## src/rtl/regfile_writeback_queue_pkg.sv

```systemverilog
// Shared CPU definitions used by the writeback queue: register-file geometry
// and the {register, value} record carried through the queue.
package regfile_writeback_queue_pkg;

  localparam int REG_ADDR_W = 5;
  localparam int DATA_W     = 32;

  // "reg" is a reserved word, so the destination register field is reg_num.
  typedef struct packed {
    logic [REG_ADDR_W-1:0] reg_num;
    logic [DATA_W-1:0]     data;
  } wb_entry_t;

  function automatic wb_entry_t make_entry(input logic [REG_ADDR_W-1:0] r,
                                           input logic [DATA_W-1:0]     d);
    wb_entry_t e;
    e.reg_num = r;
    e.data    = d;
    return e;
  endfunction

endpackage

```

## src/rtl/regfile_writeback_queue_match.sv

```systemverilog
// Youngest-match lookup over the occupied queue entries for one decode read port.
// Register 0 never hits because writes to it are never queued.
module wbq_match
  import regfile_writeback_queue_pkg::*;
#(
  parameter int DEPTH = 4,
  parameter int AW    = $clog2(DEPTH),
  parameter int CW    = $clog2(DEPTH + 1)
) (
  input  wb_entry_t [DEPTH-1:0]   entries_i,
  input  logic [AW-1:0]           rd_ptr_i,
  input  logic [CW-1:0]           count_i,
  input  logic [REG_ADDR_W-1:0]   rd_reg_i,
  output logic                    hit_o,
  output logic [DATA_W-1:0]       hit_data_o
);

  logic [DEPTH-1:0]  match_by_age;
  logic [DATA_W-1:0] data_by_age [DEPTH];

  // Slot gi holds the entry gi positions behind the head (0 = oldest).
  for (genvar gi = 0; gi < DEPTH; gi++) begin : g_age
    logic [AW-1:0] idx;
    assign idx               = rd_ptr_i + AW'(gi);
    assign match_by_age[gi]  = (CW'(gi) < count_i) && (entries_i[idx].reg_num == rd_reg_i);
    assign data_by_age[gi]   = entries_i[idx].data;
  end

  // Scanning oldest to youngest lets the youngest match overwrite older ones.
  always_comb begin
    hit_o      = 1'b0;
    hit_data_o = '0;
    if (rd_reg_i != '0) begin
      for (int i = 0; i < DEPTH; i++) begin
        if (match_by_age[i]) begin
          hit_o      = 1'b1;
          hit_data_o = data_by_age[i];
        end
      end
    end
  end

endmodule

```

## src/rtl/regfile_writeback_queue.sv

```systemverilog
// FIFO of pending register-file writes between writeback producers and the
// single regfile write port, with forwarding lookups for both decode read ports.
module regfile_writeback_queue
  import regfile_writeback_queue_pkg::*;
#(
  parameter int DEPTH = 4,
  parameter int CW    = $clog2(DEPTH + 1)
) (
  input  logic                  clk,
  input  logic                  rst,
  input  logic                  in_valid,
  output logic                  in_ready,
  input  logic [REG_ADDR_W-1:0] in_reg,
  input  logic [DATA_W-1:0]     in_data,
  output logic                  wr_en,
  output logic [REG_ADDR_W-1:0] wr_reg,
  output logic [DATA_W-1:0]     wr_data,
  input  logic [REG_ADDR_W-1:0] rd_reg1,
  input  logic [REG_ADDR_W-1:0] rd_reg2,
  output logic                  hit1,
  output logic                  hit2,
  output logic [DATA_W-1:0]     hit_data1,
  output logic [DATA_W-1:0]     hit_data2,
  output logic [CW-1:0]         count
);

  localparam int AW = $clog2(DEPTH);

  wb_entry_t [DEPTH-1:0] mem_q;
  logic [AW-1:0]         rd_ptr_q, rd_ptr_d;
  logic [AW-1:0]         wr_ptr_q, wr_ptr_d;
  logic [CW-1:0]         count_q, count_d;
  logic                  push, pop;
  wb_entry_t             head;

  assign in_ready = (count_q != CW'(DEPTH));
  assign wr_en    = (count_q != '0);
  assign count    = count_q;
  // Writes to r0 are accepted but dropped: r0 is hardwired in the regfile.
  assign push     = in_valid && in_ready && (in_reg != '0);
  assign pop      = wr_en;

  assign head    = mem_q[rd_ptr_q];
  assign wr_reg  = wr_en ? head.reg_num : '0;
  assign wr_data = wr_en ? head.data    : '0;

  always_comb begin
    rd_ptr_d = rd_ptr_q;
    wr_ptr_d = wr_ptr_q;
    count_d  = count_q;
    if (push) wr_ptr_d = wr_ptr_q + AW'(1);
    if (pop)  rd_ptr_d = rd_ptr_q + AW'(1);
    unique case ({push, pop})
      2'b10:   count_d = count_q + CW'(1);
      2'b01:   count_d = count_q - CW'(1);
      default: count_d = count_q;
    endcase
  end

  always_ff @(posedge clk) begin
    if (rst) begin
      rd_ptr_q <= '0;
      wr_ptr_q <= '0;
      count_q  <= '0;
    end else begin
      rd_ptr_q <= rd_ptr_d;
      wr_ptr_q <= wr_ptr_d;
      count_q  <= count_d;
    end
  end

  // Storage is not reset; occupancy is tracked solely by pointers and count.
  always_ff @(posedge clk) begin
    if (push) mem_q[wr_ptr_q] <= make_entry(in_reg, in_data);
  end

  logic [1:0][REG_ADDR_W-1:0] rd_regs;
  logic [1:0]                 hits;
  logic [1:0][DATA_W-1:0]     hit_datas;

  assign rd_regs[0] = rd_reg1;
  assign rd_regs[1] = rd_reg2;

  for (genvar gi = 0; gi < 2; gi++) begin : g_port
    wbq_match #(
      .DEPTH (DEPTH),
      .AW    (AW),
      .CW    (CW)
    ) u_match (
      .entries_i  (mem_q),
      .rd_ptr_i   (rd_ptr_q),
      .count_i    (count_q),
      .rd_reg_i   (rd_regs[gi]),
      .hit_o      (hits[gi]),
      .hit_data_o (hit_datas[gi])
    );
  end

  assign hit1      = hits[0];
  assign hit2      = hits[1];
  assign hit_data1 = hit_datas[0];
  assign hit_data2 = hit_datas[1];

endmodule

```

## config.mk

```make
export PLATFORM = sky130hd
export DESIGN_NAME = regfile_writeback_queue
export DESIGN_NICKNAME = d
export VERILOG_FILES = /design/src/rtl/regfile_writeback_queue_pkg.sv /design/src/rtl/regfile_writeback_queue_match.sv /design/src/rtl/regfile_writeback_queue.sv
export SDC_FILE = /design/constraint.sdc
export NUM_CORES = 1
export LEC_CHECK = 0
export BUFFER_PORTS_ARGS = -buffer_cell sky130_fd_sc_hd__buf_2
export CORE_MARGIN = 2
export CORE_UTILIZATION = 40
export CTS_BUF_LIST = sky130_fd_sc_hd__clkbuf_4 sky130_fd_sc_hd__clkbuf_8
export DETAILED_ROUTE_END_ITERATION = 7
export GPL_TIMING_DRIVEN = 0
export SLEW_MARGIN = 5
export SYNTH_ARGS = -nofsm -noshare
export SYNTH_HDL_FRONTEND = slang
export SYNTH_SLANG_ARGS = --single-unit
```

## constraint.sdc

```tcl
create_clock -name clk -period 3.7 [get_ports clk]
set_clock_uncertainty 0.2 [all_clocks]
set_input_delay 0.74 -clock clk [delete_from_list [all_inputs] [get_ports clk]]
set_output_delay 0.74 -clock clk [all_outputs]
set_load 0.01 [all_outputs]
```

==> run summary <==
The run finished, with violations left. The final reports fail on negative setup slack. For the worst-skew pair, the clock arrives at the later sink with an insertion delay of 0.47 ns. In this run the tightest slew margin relative to its limit is 28.7%. The detail route stage leaves a number of antenna-violating nets equal to 0.

The placed instances occupy a cell area of 12600 sq um. Clock tree synthesis selected as its root buffer the cell clkbuf_8. For this design the static power due to leakage is 5.69 nW. Global routing consumed, over all layers together, 26.9% of the routing resources. In this run, synthesis produced a sequential element count of 155. Final hold analysis gives a worst-case slack of 0.273 ns.

Synthesis instantiated 45 different standard cells from the library. Before antenna repair, the detailed router went through 6 iterations. Horizontal die dimension: 172 um. In this design, the critical path's most frequently occurring cell is buf_6. The tree built by TritonCTS fans out to 155 sinks. The cell count after synthesis came out at 959.

The initial antenna violation count is 3, and the number of maximum-capacitance constraint violations is 0. The synthesized design spends more area on one cell type than any other, namely edfxtp_1. The detail-routed via count per cell is 6.12. For the pin with the worst max-slew slack, the measured transition is 1.07 ns.

In this run the tool buffered the top-level ports with 147 buffer cells. The run gives 953 as the violation count after the first detailed-routing iteration. Traced cell by cell, the critical path runs through buf_16 -> mux4_2 -> xnor2_2 -> nand2_2 -> nor3b_2 -> buf_6 -> o21ai_4 -> buf_6 -> buf_8 -> o221a_1 -> nor3_2 -> buf_2.

Hold repair after CTS inserted 0 buffers. The met1 usage came out at 37.7%. TritonCTS built the clock tree.

The worst setup path is launched from a register. The endpoint required time on the critical path was 2.76 ns. The count of filler cells inserted in the layout was 2418; the starting utilization of the core area was 40.6%. After legalization and detailed placement, the total HPWL measured 26300 um. The tools report the area of the core region as 27800 sq um. Setup repair after global routing could not meet its margin everywhere. The maximum count of clock buffers along a single path came out at 2.

The library cells used most frequently in the layout, excluding fill and tap cells, are buf_2, edfxtp_1, mux2i_1. The floorplan step defined a die boundary enclosing 29500 sq um. The number of buffer and inverter stages on the critical path works out to 5. After routing the design area is 14800 sq um. The per-instance average area after synthesis is 11.8 sq um, and the power density of the placed cells is 695 nW/um^2.

For the met3 demand-to-capacity share in global routing, the log shows 4.81%. The routed layout has 9620 vias. Entering global routing, the biggest net connects 29 pins. The most instantiated flip-flop cell in the synthesis netlist was edfxtp_1.

By startpoint and endpoint, the worst setup path is classified as register to primary output. The post-layout worst setup margin is -0.613 ns. In the post-synthesis netlist, the biggest area contributors are edfxtp_1, mux4_2, mux2i_1, nor2_1, o221a_1. Data arrival time of the critical path: 3.37 ns. Register area share after synthesis: 40.7%. The cell area that synthesis handed to floorplanning was 11300 sq um. The number of rows in the core area was 61. The share of flip-flops with an asynchronous set or reset after synthesis works out to 0%. The layout-stage area growth over the synthesis result came out at 31.6%.

In the finished design, the share of the clock period the worst path needs comes to 117%. The share of post-route cells with drive strength above 1 is 47.1%, and the number of endpoints with negative hold slack in the final report is 0. The area share of the largest cell type after synthesis was 39.4%. The number of synthesis warnings came out at 0.

Based on the critical path, the design can be clocked at up to 232 MHz. The first global-routing pass estimated 58700 um of wire. When the netlist entered floorplanning its net count stood at 1018. For this block, the routed nets add up to 39700 um of wire.

The shortest period the worst path allows was 4.31 ns; the last weighted congestion value of the routability-driven placer was 0.916. The element type at the critical path end was a primary output. The run gives 158 as the total I/O pin count. The number of H-tree levels came out at 4. For the via count of the first global-routing pass, the log shows 9558.

Final count of pins violating max slew: 0. Classification of the worst-slack hold path: input pin to register. The total overflow left after global routing is 0. For this run, design rule violations remaining after detail routing come to 0. The met2 capacity usage during global routing was 42.6%. Clock-pin slew on the worst setup and hold paths: 0.10 ns. The final layout contains 1238 nets. Buffers inserted during clock tree synthesis total 17. After detailed routing, the average wire length per cell comes to 25.3 um. The die outline height is 172 um.

The top fanout value on the critical path was 6. In this design, the largest share of critical-path delay is due to buffers and inverters. The slowest stage of the critical path is the mux4_2 cell. The library cell used most frequently in the layout, excluding fill and tap cells, is buf_2.

Setup violations remaining at the end of the flow were counted as 66. Counting flops with a built-in enable in the synthesized netlist gives 148. The worst vdd rail ir drop was 0.000297 V; the worst stage delay on the critical path was 0.57 ns. The most heavily used metal layer in global routing was met2.
[what timing repair did]
action | CTS | global route
setup buffers | 32 | 10
gates cloned | 17 | 0
hold endpoints to repair | 0 | 0
gates resized for setup | 240 | 88
endpoints found under the setup margin | 99 | 96
pin swaps | 94 | 30
[Yosys cell counts, types with 2 or more instances]
master	number
clkbuf_1	56
o221a_2	22
ha_1	9
nor4_1	4
buf_4	2
mux4_2	80
dfxtp_1	7
o221ai_1	3
a21oi_1	34
xor2_1	15
o21bai_1	3
a21o_1	2
o211ai_1	2
nand3_1	4
a31oi_1	6
o221a_1	36
xnor2_1	29
edfxtp_1	148
and2_1	41
or4_1	2
nor3_1	50
mux2_2	33
nand2_1	50
buf_2	20
nor3_2	11
inv_1	8
nand2b_1	2
mux2i_1	95
o21ai_0	37
buf_1	5
buf_6	10
nor2_1	110
nor2b_1	2
or3_1	6
nand4_1	5
[registers in the layout, indices dropped and copies added (netlist names)]
register / count
wr_ptr_q: 2
count: 3
mem_q: 148
rd_ptr_q: 2
[kinds of logic (layout without fill, tap and decap cells)]
family | after synthesis | after routing | share of synthesized area, %
AO/OA/AOI/OAI | 150 | 150 | 10.3
XOR/XNOR | 44 | 44 | 3.42
adder cells (fa/ha/maj) | 9 | 9 | 0.999
buffers and inverters | 101 | 331 | 4.32
flip-flops | 155 | 155 | 40.7
multiplexers | 208 | 208 | 27.7
other | 0 | 1 | 0
AND/OR/NAND/NOR | 292 | 295 | 12.6
[where the power goes]
group          internal (W)  switching (W)
clock              0.000542       0.000741
combinational       0.00295        0.00379
sequential          0.00214       0.000143
total               0.00563        0.00467
[per-stage QoR]
step | utilization (%) | setup slack (ns) | power, W | setup TNS [ns] | instances
2_1_floorplan | - | 0.100 | 0.00627 | 0 | 959
3_3_place_gp | 44.9 | -0.875 | 0.00789 | -86.70 | 1484
3_5_place_dp | 45.2 | -0.857 | 0.00798 | -50.06 | 1488
4_1_cts | 52.1 | -0.558 | 0.00999 | -32.13 | 1565
5_1_grt | 53.4 | -0.685 | 0.0108 | -38.95 | 1571
6_report | 53.4 | -0.613 | 0.0103 | -33.66 | 1571
[worst reg2reg max path, cell delays in order (launching register included)]
cell	delay, ns
dfxtp_1	0.48
inv_1	0.11
ha_1	0.23
nor2b_1	0.17
inv_1	0.34
clkbuf_2	0.41
ha_1	0.37
or3_1	0.37
a21oi_1	0.14
[cell type report]
cell class / count / area, sq um / area share, %
Antenna cell: 1 / 2.50 / 0.0169
Clock buffer: 17 / 234 / 1.58
Timing Repair Buffer: 204 / 1470 / 9.88
Inverter: 8 / 30.0 / 0.202
Clock inverter: 15 / 139 / 0.936
Sequential cell: 155 / 4590 / 31.0
Tap cell: 378 / 473 / 3.19
Multi-Input combinational cell: 706 / 7150 / 48.2
Buffer: 87 / 752 / 5.07
[worst paths after layout]
| path | slack [ns] | startpoint | cells past startpoint | to |
|---|---|---|---|---|
| max | -0.61 | rd_ptr_q[0] | 12 | hit_data2[21] |
| min | 0.27 | in_data[9] | 1 | mem_q[9] |
| max reg2reg | 0.83 | count[0] | 8 | count[2] |
| min reg2reg | 0.36 | wr_ptr_q[1] | 2 | wr_ptr_q[1] |
[layer usage]
metal | part of all wire (%) | vias up
met3 | 9.0 | 94
li1 | - | 4170
met4 | 3.0 | 4
met5 | 0.068 | -
met1 | 42 | 4828
met2 | 46 | 524
Note: power is estimated with default switching activity, not from simulation.
